<file path="config.mk">
export PLATFORM = sky130hd
export DESIGN_NAME = pcie_ingress_buf_ctrl
export DESIGN_NICKNAME = d
export VERILOG_FILES = /design/src/rtl/pcie_ingress_buf_ctrl.sv
export SDC_FILE = /design/constraint.sdc
export NUM_CORES = 1
export LEC_CHECK = 0
export CORE_MARGIN = 1.5
export CORE_UTILIZATION = 30
export DETAILED_ROUTE_END_ITERATION = 16
export PLACE_DENSITY_LB_ADDON = 0.15
export SYNTH_ARGS = -nofsm -noshare
export SYNTH_HDL_FRONTEND = slang
export SYNTH_SLANG_ARGS = --single-unit
</file>
<file path="constraint.sdc">
create_clock -name clk -period 5.35 [get_ports clk]
set_input_delay 1.07 -clock clk [delete_from_list [all_inputs] [get_ports clk]]
set_output_delay 1.07 -clock clk [all_outputs]
set_load 0.01 [all_outputs]
</file>
<file path="src/rtl/pcie_ingress_buf_ctrl.sv">
// Ping-pong A/B buffer scheduler for the PCIe ingress completion path: splits a
// transfer into buffer-sized chunks, issues host reads, tracks fills, hands buffers on.
module pcie_ingress_buf_ctrl #(
  parameter int BUF_AW = 10
) (
  input  logic              clk,
  input  logic              rst,
  input  logic              i_enable,
  input  logic              i_xfer_start,
  input  logic [31:0]       i_xfer_dword_count,
  input  logic [31:0]       i_buffer_size,
  output logic              o_rd_req_stb,
  output logic              o_rd_req_buf,
  output logic [31:0]       o_rd_req_dword_count,
  input  logic              i_rd_req_ack,
  output logic [31:0]       o_buf_offset,
  output logic              o_buf_rdy,
  input  logic              i_buf_we,
  input  logic [31:0]       i_buf_addr,
  output logic              o_cons_valid,
  output logic              o_cons_sel,
  output logic [BUF_AW:0]   o_cons_count,
  input  logic              i_cons_done,
  output logic              o_busy,
  output logic              o_done_stb,
  output logic              o_addr_err
);

  localparam int CW = BUF_AW + 1;
  localparam logic [CW-1:0] BUF_DW = {1'b1, {BUF_AW{1'b0}}};

  typedef enum logic [2:0] {IDLE, REQUEST, FILL, WAIT_FREE, DRAIN} state_t;

  state_t        state, state_nxt;
  logic [31:0]   remaining, rem_after, buf_offset;
  logic [CW-1:0] chunk, fill_cnt, size_c;
  logic [CW-1:0] cnt_q [2];
  logic [1:0]    filled, filled_post, fill_set;
  logic          fill_sel, cons_sel, done_stb, addr_err;
  logic          release_c, start_acc, abort, wr, fill_last, addr_bad;

  function automatic logic [CW-1:0] min_chunk(input logic [31:0] rem, input logic [CW-1:0] sz);
    return (rem < 32'(sz)) ? rem[CW-1:0] : sz;
  endfunction

  // Zero or oversized chunk requests fall back to a full buffer.
  assign size_c = (i_buffer_size == 32'd0 || i_buffer_size > 32'(BUF_DW)) ? BUF_DW
                                                                          : i_buffer_size[CW-1:0];

  assign release_c   = i_cons_done & filled[cons_sel];
  assign filled_post = filled & ~(release_c ? (2'b01 << cons_sel) : 2'b00);
  assign start_acc   = (state == IDLE) & i_xfer_start & i_enable;
  assign abort       = (state != IDLE) & ~i_enable;
  assign wr          = (state == FILL) & i_buf_we & ~abort;
  assign fill_last   = wr & ((fill_cnt + CW'(1)) == chunk);
  assign fill_set    = fill_last ? (2'b01 << fill_sel) : 2'b00;
  assign rem_after   = remaining - 32'(chunk);
  assign addr_bad    = (i_buf_addr < buf_offset) || (i_buf_addr >= buf_offset + 32'(chunk));

  // NOTE: every combinational output gets a default first so no path leaves it unassigned (no latch).
  always_comb begin
    state_nxt = state;
    case (state)
      IDLE:      if (start_acc && i_xfer_dword_count != 32'd0) state_nxt = REQUEST;
      REQUEST:   if (i_rd_req_ack) state_nxt = FILL;
      FILL: begin
        if (fill_last) begin
          if (rem_after == 32'd0)        state_nxt = DRAIN;
          else if (filled_post[~fill_sel]) state_nxt = WAIT_FREE;
          else                           state_nxt = REQUEST;
        end
      end
      WAIT_FREE: if (!filled_post[fill_sel]) state_nxt = REQUEST;
      DRAIN:     if (filled == 2'b00) state_nxt = IDLE;
      default:   state_nxt = IDLE;
    endcase
    if (abort) state_nxt = IDLE;
  end

  // NOTE: sequential state uses non-blocking assignments so all registers update from pre-edge values.
  always_ff @(posedge clk or posedge rst) begin
    if (rst) state <= IDLE;
    else     state <= state_nxt;
  end

  always_ff @(posedge clk or posedge rst) begin
    if (rst) begin
      remaining  <= '0;
      chunk      <= '0;
      fill_cnt   <= '0;
      buf_offset <= '0;
      filled     <= '0;
      fill_sel   <= 1'b0;
      cons_sel   <= 1'b0;
      done_stb   <= 1'b0;
      addr_err   <= 1'b0;
      // NOTE: the per-buffer counts are two flops, not a RAM, so they are reset like any register.
      cnt_q[0]   <= '0;
      cnt_q[1]   <= '0;
    end else begin
      filled   <= abort ? 2'b00 : (filled_post | fill_set);
      done_stb <= (start_acc && i_xfer_dword_count == 32'd0) ||
                  (state == DRAIN && filled == 2'b00 && !abort);
      if (release_c) cons_sel <= ~cons_sel;

      if (start_acc && i_xfer_dword_count != 32'd0) begin
        remaining <= i_xfer_dword_count;
        chunk     <= min_chunk(i_xfer_dword_count, size_c);
        fill_sel  <= 1'b0;
        cons_sel  <= 1'b0;
        addr_err  <= 1'b0;
      end

      if (state == REQUEST && i_rd_req_ack && !abort) begin
        fill_cnt   <= '0;
        buf_offset <= fill_sel ? 32'(BUF_DW) : 32'd0;
      end

      if (wr) begin
        fill_cnt <= fill_cnt + CW'(1);
        if (addr_bad) addr_err <= 1'b1;
      end

      // Chunk complete: publish the buffer and line up the next chunk on the other one.
      if (fill_last) begin
        cnt_q[fill_sel] <= chunk;
        remaining       <= rem_after;
        if (rem_after != 32'd0) begin
          fill_sel <= ~fill_sel;
          chunk    <= min_chunk(rem_after, size_c);
        end
      end
    end
  end

  assign o_rd_req_stb         = (state == REQUEST);
  assign o_rd_req_buf         = (state == REQUEST) & fill_sel;
  assign o_rd_req_dword_count = (state == REQUEST) ? 32'(chunk) : 32'd0;
  assign o_buf_offset         = buf_offset;
  assign o_buf_rdy            = (state == FILL);
  assign o_cons_valid         = filled[cons_sel];
  assign o_cons_sel           = cons_sel;
  assign o_cons_count         = cnt_q[cons_sel];
  assign o_busy               = (state != IDLE);
  assign o_done_stb           = done_stb;
  assign o_addr_err           = addr_err;

endmodule

</file>
==> results summary, run 1 <==
The run finished with clean final reports. The TritonCTS sink count came out at 86. The critical path is of the input pin to flip-flop type. The part of the total power dissipated in combinational logic is 0.586.

The worst setup path startpoint is i_buffer_size[0]. The combined flip-flop and latch cell area came out at between 2000 and 2500 sq um. The required time at the worst-slack endpoint is between 5000 and 6000 ps. The number of antenna violations at the first check in global routing came out at 1. The fmax is 0.211 GHz.

Buffers inserted during clock tree synthesis total 9. Of the total power, the share spent switching nets is 0.482. CTS placed an instance of clkbuf_16 at the clock tree root. The internal power component is around 0.0021 W. The count of port buffers added during placement is around 130. The placed instances occupy a cell area of roughly 9000 sq um. The startpoint identified for the worst register-to-register timing path is chunk[1]. The number of standard cells after synthesis is slightly below 900. The most used flip-flop cell after synthesis is dfrtp_1. The async set-reset flop share out of synthesis came out at 1.00. The count of fill cells added during filler insertion is roughly 2500.

For this run, the total global-route usage over all layers was measured as 0.197. The via count normalized by instance count came out at ~5.1. The maximum number of pins on one net before global-route repair came out at between 40 and 50.

The clock-pin slew of the registers on the worst-case setup and hold paths came out at 80 ps. The worst slew margin relative to its limit is 0.380. Setup repair after global routing left no endpoint under its margin. The core area came out at ~24000 sq um. The worst setup path is captured at a flip-flop.

The routed design could run at a clock period as short as about 4700 ps. The launch point of the worst hold path is cnt_q[20]. The first global-routing pass estimated 39.2 mm of wire.

The tool flagged a number of max-cap violations equal to 0. Clock skew on the completed layout was measured at 6.06 ps. The count of antenna-violating nets left after detailed routing is 0. The H-tree depth is 3. For this run the aggregate overflow at the end of global routing stands at 0. The net switching component of the power is approximately 0.002 W.

The fraction of final layout cells sized beyond drive strength 1 came out at 0.103. The number of synthesized flops with an enable pin came out at 0. In the layout the commonest cells are 133 x clkdlybuf4s50_1, 97 x nand2_1, 86 x dfrtp_1, 58 x o21ai_0, 54 x nor2_1.

The overall die width came out at about 160 um. The post-CTS repair timing setup buffer count came out at 0. The CTS tree is built. Across the VDD grid, the largest voltage drop is ~0.0002 V.

The count of unique library cells instantiated by Yosys is 80. The design area came out at 9260 sq um. At the worst endpoint, the arrival time is 4990 ps. The final layout net count came out at 1164. After synthesis, the mean cell area works out to roughly 8.4 sq um.

For this configuration, the core starts out at a cell density of 0.304. For the final routed database, the setup TNS stands at 0 ps. The floorplan has 57 rows. Of all nets on the critical path, the largest fanout is 10. The max-slew violation count came to 0. The source-to-sink clock delay at the later pin of the worst-skew pair came out at between 300 and 400 ps. The final RePlAce weighted congestion is slightly below 0.9. The first-iteration detailed-routing DRC count came out at between 300 and 400. The total wire length after detailed routing is around 25 mm. The total iterations of the first detailed-routing run came out at 5. The overall die height is 159 um. The post-synthesis instance area is between 7000 and 8000 sq um. The post-route clock period utilization is 0.886.

The via count of the first global-routing pass came out at about 6800. The number of buffers inserted by hold repair at cts is 0. The top-area cell type share of the netlist area came out at 0.293. STA classifies the critical path startpoint as an input pin.

Detailed placement ended at an HPWL of ~20 mm. Dividing total power by cell area gives a power density of 445 nW/um^2. In the final layout, the multi-input gates occupy roughly 4700 sq um. In the post-synthesis netlist, the biggest area contributors are dfrtp_1 29%, ha_1 7.7%, buf_4 5.3%. The Yosys warning count came out at 0. Of the total power, registers draw 0.256. The per-cell routed wire length is about 18 um. Summed over all instances, the cell type with the most area after synthesis is dfrtp_1.

The number of gates resized after CTS was 0. The clock passes through at most 2 buffers. The number of storage elements in the synthesis netlist came out at 86.

The overall die area came out at 25400 sq um. The I/O pin count is approximately 190. The static leakage is around 4.0 nW. The path class of the tightest hold or removal check is flip-flop to flip-flop. The count of final hold-check violations is 0.

Detailed routing inserted a total of ~6900 vias. The commonest non-fill, non-tap cell in the layout is clkdlybuf4s50_1. The count of placed standard cells in the final layout, fillers left out came out at between 1000 and 1500. The remaining routing DRC violations is 0. For this run, the register share of the synthesized area comes to 0.293. The slew at the pin closest to its max-slew limit came out at 926 ps. In this run, placement finished with an instance count of 1328. The signed area change from the synthesized netlist to the final layout came out at 26.2%. The share of total power in the clock network is 0.158. Setup violations remaining at the end of the flow were counted as 0.
Yosys cell counts, drive strengths merged (16+ instances only):
cell type,n
a21o,16
nor4,27
dfrtp,86
a21oi,40
o21ai,60
mux2,36
buf,58
clkbuf,32
nand3,34
xnor2,20
mux2i,20
inv,41
nor2,56
nor3,39
nand2,97
ha,45
critical path: stages:
cell	delay (ps)
clkdlybuf4s50_1	460
or4_1	570
o31a_1	290
nor4_4	280
buf_4	200
nand2_1	110
ha_1	310
a21o_1	160
a21o_1	170
a21oi_1	130
o21ai_0	100
a21oi_2	140
nand4_2	320
buf_4	290
mux2i_1	120
mux2_2	260
power by group through the flow:
stage | logic, W | registers (W) | clock network, W
floorplan | 0.00165 | 0.000951 | 0
global route | 0.00270 | 0.00109 | 0.000695
global placement | 0.00239 | 0.00106 | 0
CTS | 0.00241 | 0.00105 | 0.000671
detailed placement | 0.00239 | 0.00106 | 0
finish | 0.00241 | 0.00105 | 0.000653
routing by layer:
metal	vias up	wire length [um]	GRT usage
li1	3397	-	-
met1	3269	11500	0.266
met2	184	11500	0.321
met3	31	1060	0.0344
met4	0	623	0.0592
met5	-	0	0
registers in the layout, indices dropped and copies added (netlist names):
| register | count |
|---|---|
| cnt_q | 22 |
| o_cons_sel | 1 |
| o_addr_err | 1 |
| fill_sel | 1 |
| o_buf_offset | 1 |
| filled | 2 |
| chunk | 11 |
| remaining | 32 |
| fill_cnt | 11 |
| o_done_stb | 1 |
| state | 3 |
kinds of logic (layout without fill, tap and decap cells):
kind of cell / count (synthesis) / after routing / synth area share
and+or+nand+nor: 330 / 330 / 0.232
AOI/OAI and AO/OA: 198 / 198 / 0.179
buffers and inverters: 131 / 223 / 0.0979
DFF: 86 / 86 / 0.293
muxes: 56 / 56 / 0.0835
adders and majority gates: 46 / 46 / 0.0795
xor gates and xnor gates: 29 / 29 / 0.0346
other: 1 / 53 / 0.000511
through the flow:
stage	worst slack, ps	hold WS [ps]	total power (W)	util
detailed placement	257	466	0.00345	0.371
CTS	614	485	0.00413	0.383
finish	612	477	0.00412	0.383
global placement	274	458	0.00345	0.371
global route	269	507	0.00448	0.383
floorplan	667	445	0.00260	-
path summary, 6_finish.rpt:
| path | endpoint | slack [ps] | cells past startpoint |
|---|---|---|---|
| max | chunk[0] | 610 | 16 |
| min | cnt_q[20] | 480 | 2 |
| max reg2reg | chunk[0] | 640 | 11 |
| min reg2reg | cnt_q[20] | 480 | 2 |
| max in group asynchronous | remaining[0] | 3110 | 3 |
| min in group asynchronous | cnt_q[17] | 1130 | 2 |
layout make-up:
class,count,share of cell area
Clock buffer,9,0.0243
Clock inverter,7,0.00797
Antenna cell,1,0.000270
Tap cell,324,0.0438
Inverter,41,0.0168
Multi-Input combinational cell,711,0.504
Timing Repair Buffer,166,0.171
Sequential cell,86,0.232
Note: power is estimated with default switching activity, not from simulation.
==> run 2: changes to the inputs <==
--- a/config.mk
+++ b/config.mk
@@ -5,7 +5,7 @@
 export SDC_FILE = /design/constraint.sdc
 export NUM_CORES = 1
 export LEC_CHECK = 0
-export CORE_MARGIN = 1.5
+export CORE_MARGIN = 4
 export CORE_UTILIZATION = 30
 export DETAILED_ROUTE_END_ITERATION = 16
 export PLACE_DENSITY_LB_ADDON = 0.15
==> constraint.sdc (replaced) <==
create_clock -name clk -period 4.35 [get_ports clk]
set_input_delay 0.87 -clock clk [delete_from_list [all_inputs] [get_ports clk]]
set_output_delay 0.87 -clock clk [all_outputs]
set_load 0.01 [all_outputs]
==> run 2 against run 1 <==
  * Register-to-register slack worse by 250 ps
  * Final area up 6.0%
  * Clock power up 21%
  * Largest cell class unchanged
  * Critical endpoint is now chunk[1]
  * Combinational power up 34%
  * Hold slack better by 1.6 ps
  * Non-clock buffer count up 55
  * Clock-buffer cell count unchanged
  * Total power up 28%
  * Cell count up 3.6%
==> results summary, run 2 (same netlist as run 1, synthesis figures left out) <==
The run finished with clean final reports. The per-cell routed wire length is about 18 um. For this design, the CTS-stage hold fixing added 0 buffers. Timing would allow up to 0.236 GHz. TritonCTS built the clock tree. The fraction of final layout cells sized beyond drive strength 1 came out at 0.165. The cell area after placement is between 9000 and 10000 sq um.

The commonest non-fill, non-tap cell in the layout is clkdlybuf4s50_1. The switching share of power came out at 0.470. The top cell types in the final layout, fill and taps aside, are 131 x clkdlybuf4s50_1, 91 x nand2_1, 86 x dfrtp_1, 82 x buf_4, 57 x o21ai_0. The number of antenna violations at the first check in global routing is 1. The internal power component came out at ~0.0028 W.

Dividing the final minimum period by the clock period gives 0.976. The initial utilization of the core area, before any placement, comes to 0.309. The overall die area came out at 27000 sq um. The H-tree depth is 3. The clock skew after layout came out at 8.26 ps. The max-slew violation count is 0. In the final layout, flip-flops and latches occupy around 2200 sq um. The overall die width came out at around 160 um. The path class of the lowest-slack min-delay path is flip-flop to flip-flop. The worst setup path is launched from an input pin. Of all nets on the critical path, the largest fanout is 8. The count of final hold-check violations was 0. For this run the aggregate overflow at the end of global routing stands at 0. The maximum number of buffers from clock root to sink came out at 2. The worst slew margin relative to its limit is 0.431. Of the total power, the clock network draws 0.150. In this run the power density over the cells is roughly 540 nW/um^2. The critical path in this run is classified as input pin to flip-flop. The buffers plus inverters on the worst setup path is 4. The net switching component of the power came out at 0.00248 W. The count of fill cells added during filler insertion came out at approximately 2400. The delay of the slowest cell on the worst path came out at between 500 and 600 ps. The worst setup path is captured at a flip-flop. The total wire length after detailed routing came out at ~26 mm. The final standard cell utilization of the core came out at 0.413. In the final layout, the registers with the most flip-flops are remaining x32, cnt_q x22. In the global route stage, overall resource usage came out at 0.188. The kind of cell adding the most delay to the critical path is simple AND/OR/NAND/NOR gates.

The number of clock buffers inserted by TritonCTS came out at 9. The largest register by flop count is remaining. The static leakage is around 4.3 nW. The final RePlAce weighted congestion is between 0.8 and 0.9. The signal on the critical path passes through clkdlybuf4s50_1, or4_4, o31a_1, nor4_4, buf_4, nand2_2, ha_1, nand3_1, a31o_2, a211oi_2, nor2_2, buf_12, buf_4, and3_1, a211oi_1, mux2i_1.

The placement row count came out at 56. The tool flagged a number of max-cap violations equal to 0. The core area is 23800 sq um. The remaining routing DRC violations is 0. The global routing usage on met2 came out at 0.319. Clock-pin slew was measured on the worst setup and hold paths at 70 ps. The data arrival time at the worst-slack endpoint came out at approximately 4500 ps. The final layout net count is ~1200. The count of nets left with antenna violations once routing finished came out at 0. The final period demand of the worst path came out at between 4000 and 5000 ps. On the critical path, the stage with the largest delay is an instance of or4_4. In this run the most used layer during global routing was met2. The area of the multi-input gates is about 4700 sq um. The largest vdd supply drop came out at between 0.0003 and 0.0004 V. Once detailed placement completed, the half-perimeter wirelength came to between 20 and 25 mm. The overall die height came out at 164 um.

In the global route stage, met1 resource usage came out at 0.261. The overall via count from detail_route came out at between 7000 and 8000. For this run, global-route usage on met3 was measured as 0.0217. The flip-flop count of the largest register after layout is 32. At the pin with the least slew margin, the transition time is between 800 and 900 ps. The first-iteration detailed-routing DRC count is a little over 400. In this design, the critical path's most frequently occurring cell is buf_4.

The share of power burned in registers came out at 0.235. The maximum number of pins on one net before global-route repair came out at 49. The final count of negative-setup-slack endpoints came out at 0.

Clock tree synthesis found a total of between 80 and 90 sinks. The design area came out at a little under 10000 sq um. The count of buffers added on input and output ports is roughly 130.

The via count of the first global-routing pass came out at a little under 7000. The part of the total power dissipated in combinational logic is 0.615. The signed area change from the synthesized netlist to the final layout came out at 33.8%. The wire length of the first global-routing pass came out at around 40 mm. The number of inserted diodes is 0. At the worst endpoint, the required time is 4580 ps. The I/O pin count came out at around 190. The root buffer cell chosen for the clock tree is clkbuf_16. The via count normalized by instance count came out at between 5 and 6. The source-to-sink clock delay at the later pin of the worst-skew pair came out at approximately 360 ps. The total iterations of the first detailed-routing run came out at 5.
[run 2: cell types whose count changed in the layout (fill, tap and decap cells not counted), moves of 2 or more]
| cell | change |
|---|---|
| buf_4 | +49 |
| nand2_1 | -6 |
| nand2_2 | +6 |
| buf_12 | +5 |
| mux2_1 | -3 |
| mux2_4 | +3 |
| clkdlybuf4s50_1 | -2 |
| dlymetal6s2s_1 | +2 |
| ha_1 | -2 |
| ha_4 | +2 |
| inv_6 | -2 |
| or4_1 | -2 |
| or4_4 | +2 |
[run 2: what timing repair did]
| item | 4_1_cts | 5_1_grt |
|---|---|---|
| gates resized for setup | 0 | 22 |
| buffers inserted | 0 | 1 |
| endpoints found under the setup margin | 0 | 9 |
[run 2: per-stage QoR]
stage / setup WS [ps] / setup TNS, ps / total power, W / cells / hold WS [ps]
global placement: -246 / -1870 / 0.00445 / 1377 / 459
floorplan: 0.899 / 0 / 0.00320 / 928 / 445
CTS: 53.9 / 0 / 0.00526 / 1393 / 483
finish: 105 / 0 / 0.00528 / 1394 / 479
global route: -15.3 / -36.5 / 0.00573 / 1394 / 508
detailed placement: -322 / -2620 / 0.00443 / 1377 / 467
[run 2: worst paths after layout]
path | from | end | slack [ps] | cells after the start
max | i_buffer_size[1] | chunk[1] | 110 | 16
min | cnt_q[14] | cnt_q[14] | 480 | 2
max reg2reg | chunk[10] | chunk[0] | 390 | 13
min reg2reg | cnt_q[14] | cnt_q[14] | 480 | 2
max in group asynchronous | rst | remaining[29] | 2680 | 3
min in group asynchronous | rst | cnt_q[18] | 950 | 2
[run 2: final cells by class]
type / count / area share
multi-input combinational: 711 / 0.484
tap: 319 / 0.0406
timing repair buffer: 221 / 0.210
inverter: 41 / 0.0158
clock buffer: 9 / 0.0229
clock inverter: 7 / 0.00765
sequential: 86 / 0.219
[run 2: tightest hold or removal path, stage by stage (launching register included)]
cell and delay [ps]:
dfrtp_1 340, nand2_1 40, o21ai_0 60
[run 2: layer usage]
metal / part of all wire / up-vias
met2: 0.48 / 178
met4: 0.010 / 0
met3: 0.041 / 17
li1: - / 3516
met5: 0 / -
met1: 0.46 / 3352
[run 2: power by group through the flow]
stage,Sequential (W),Clock [W],Combinational (W)
after detailed placement,0.00125,0,0.00318
after CTS,0.00124,0.000817,0.00321
after global placement,0.00125,0,0.00320
after floorplan,0.00117,0,0.00203
after global routing,0.00128,0.000848,0.00361
final,0.00124,0.000792,0.00324
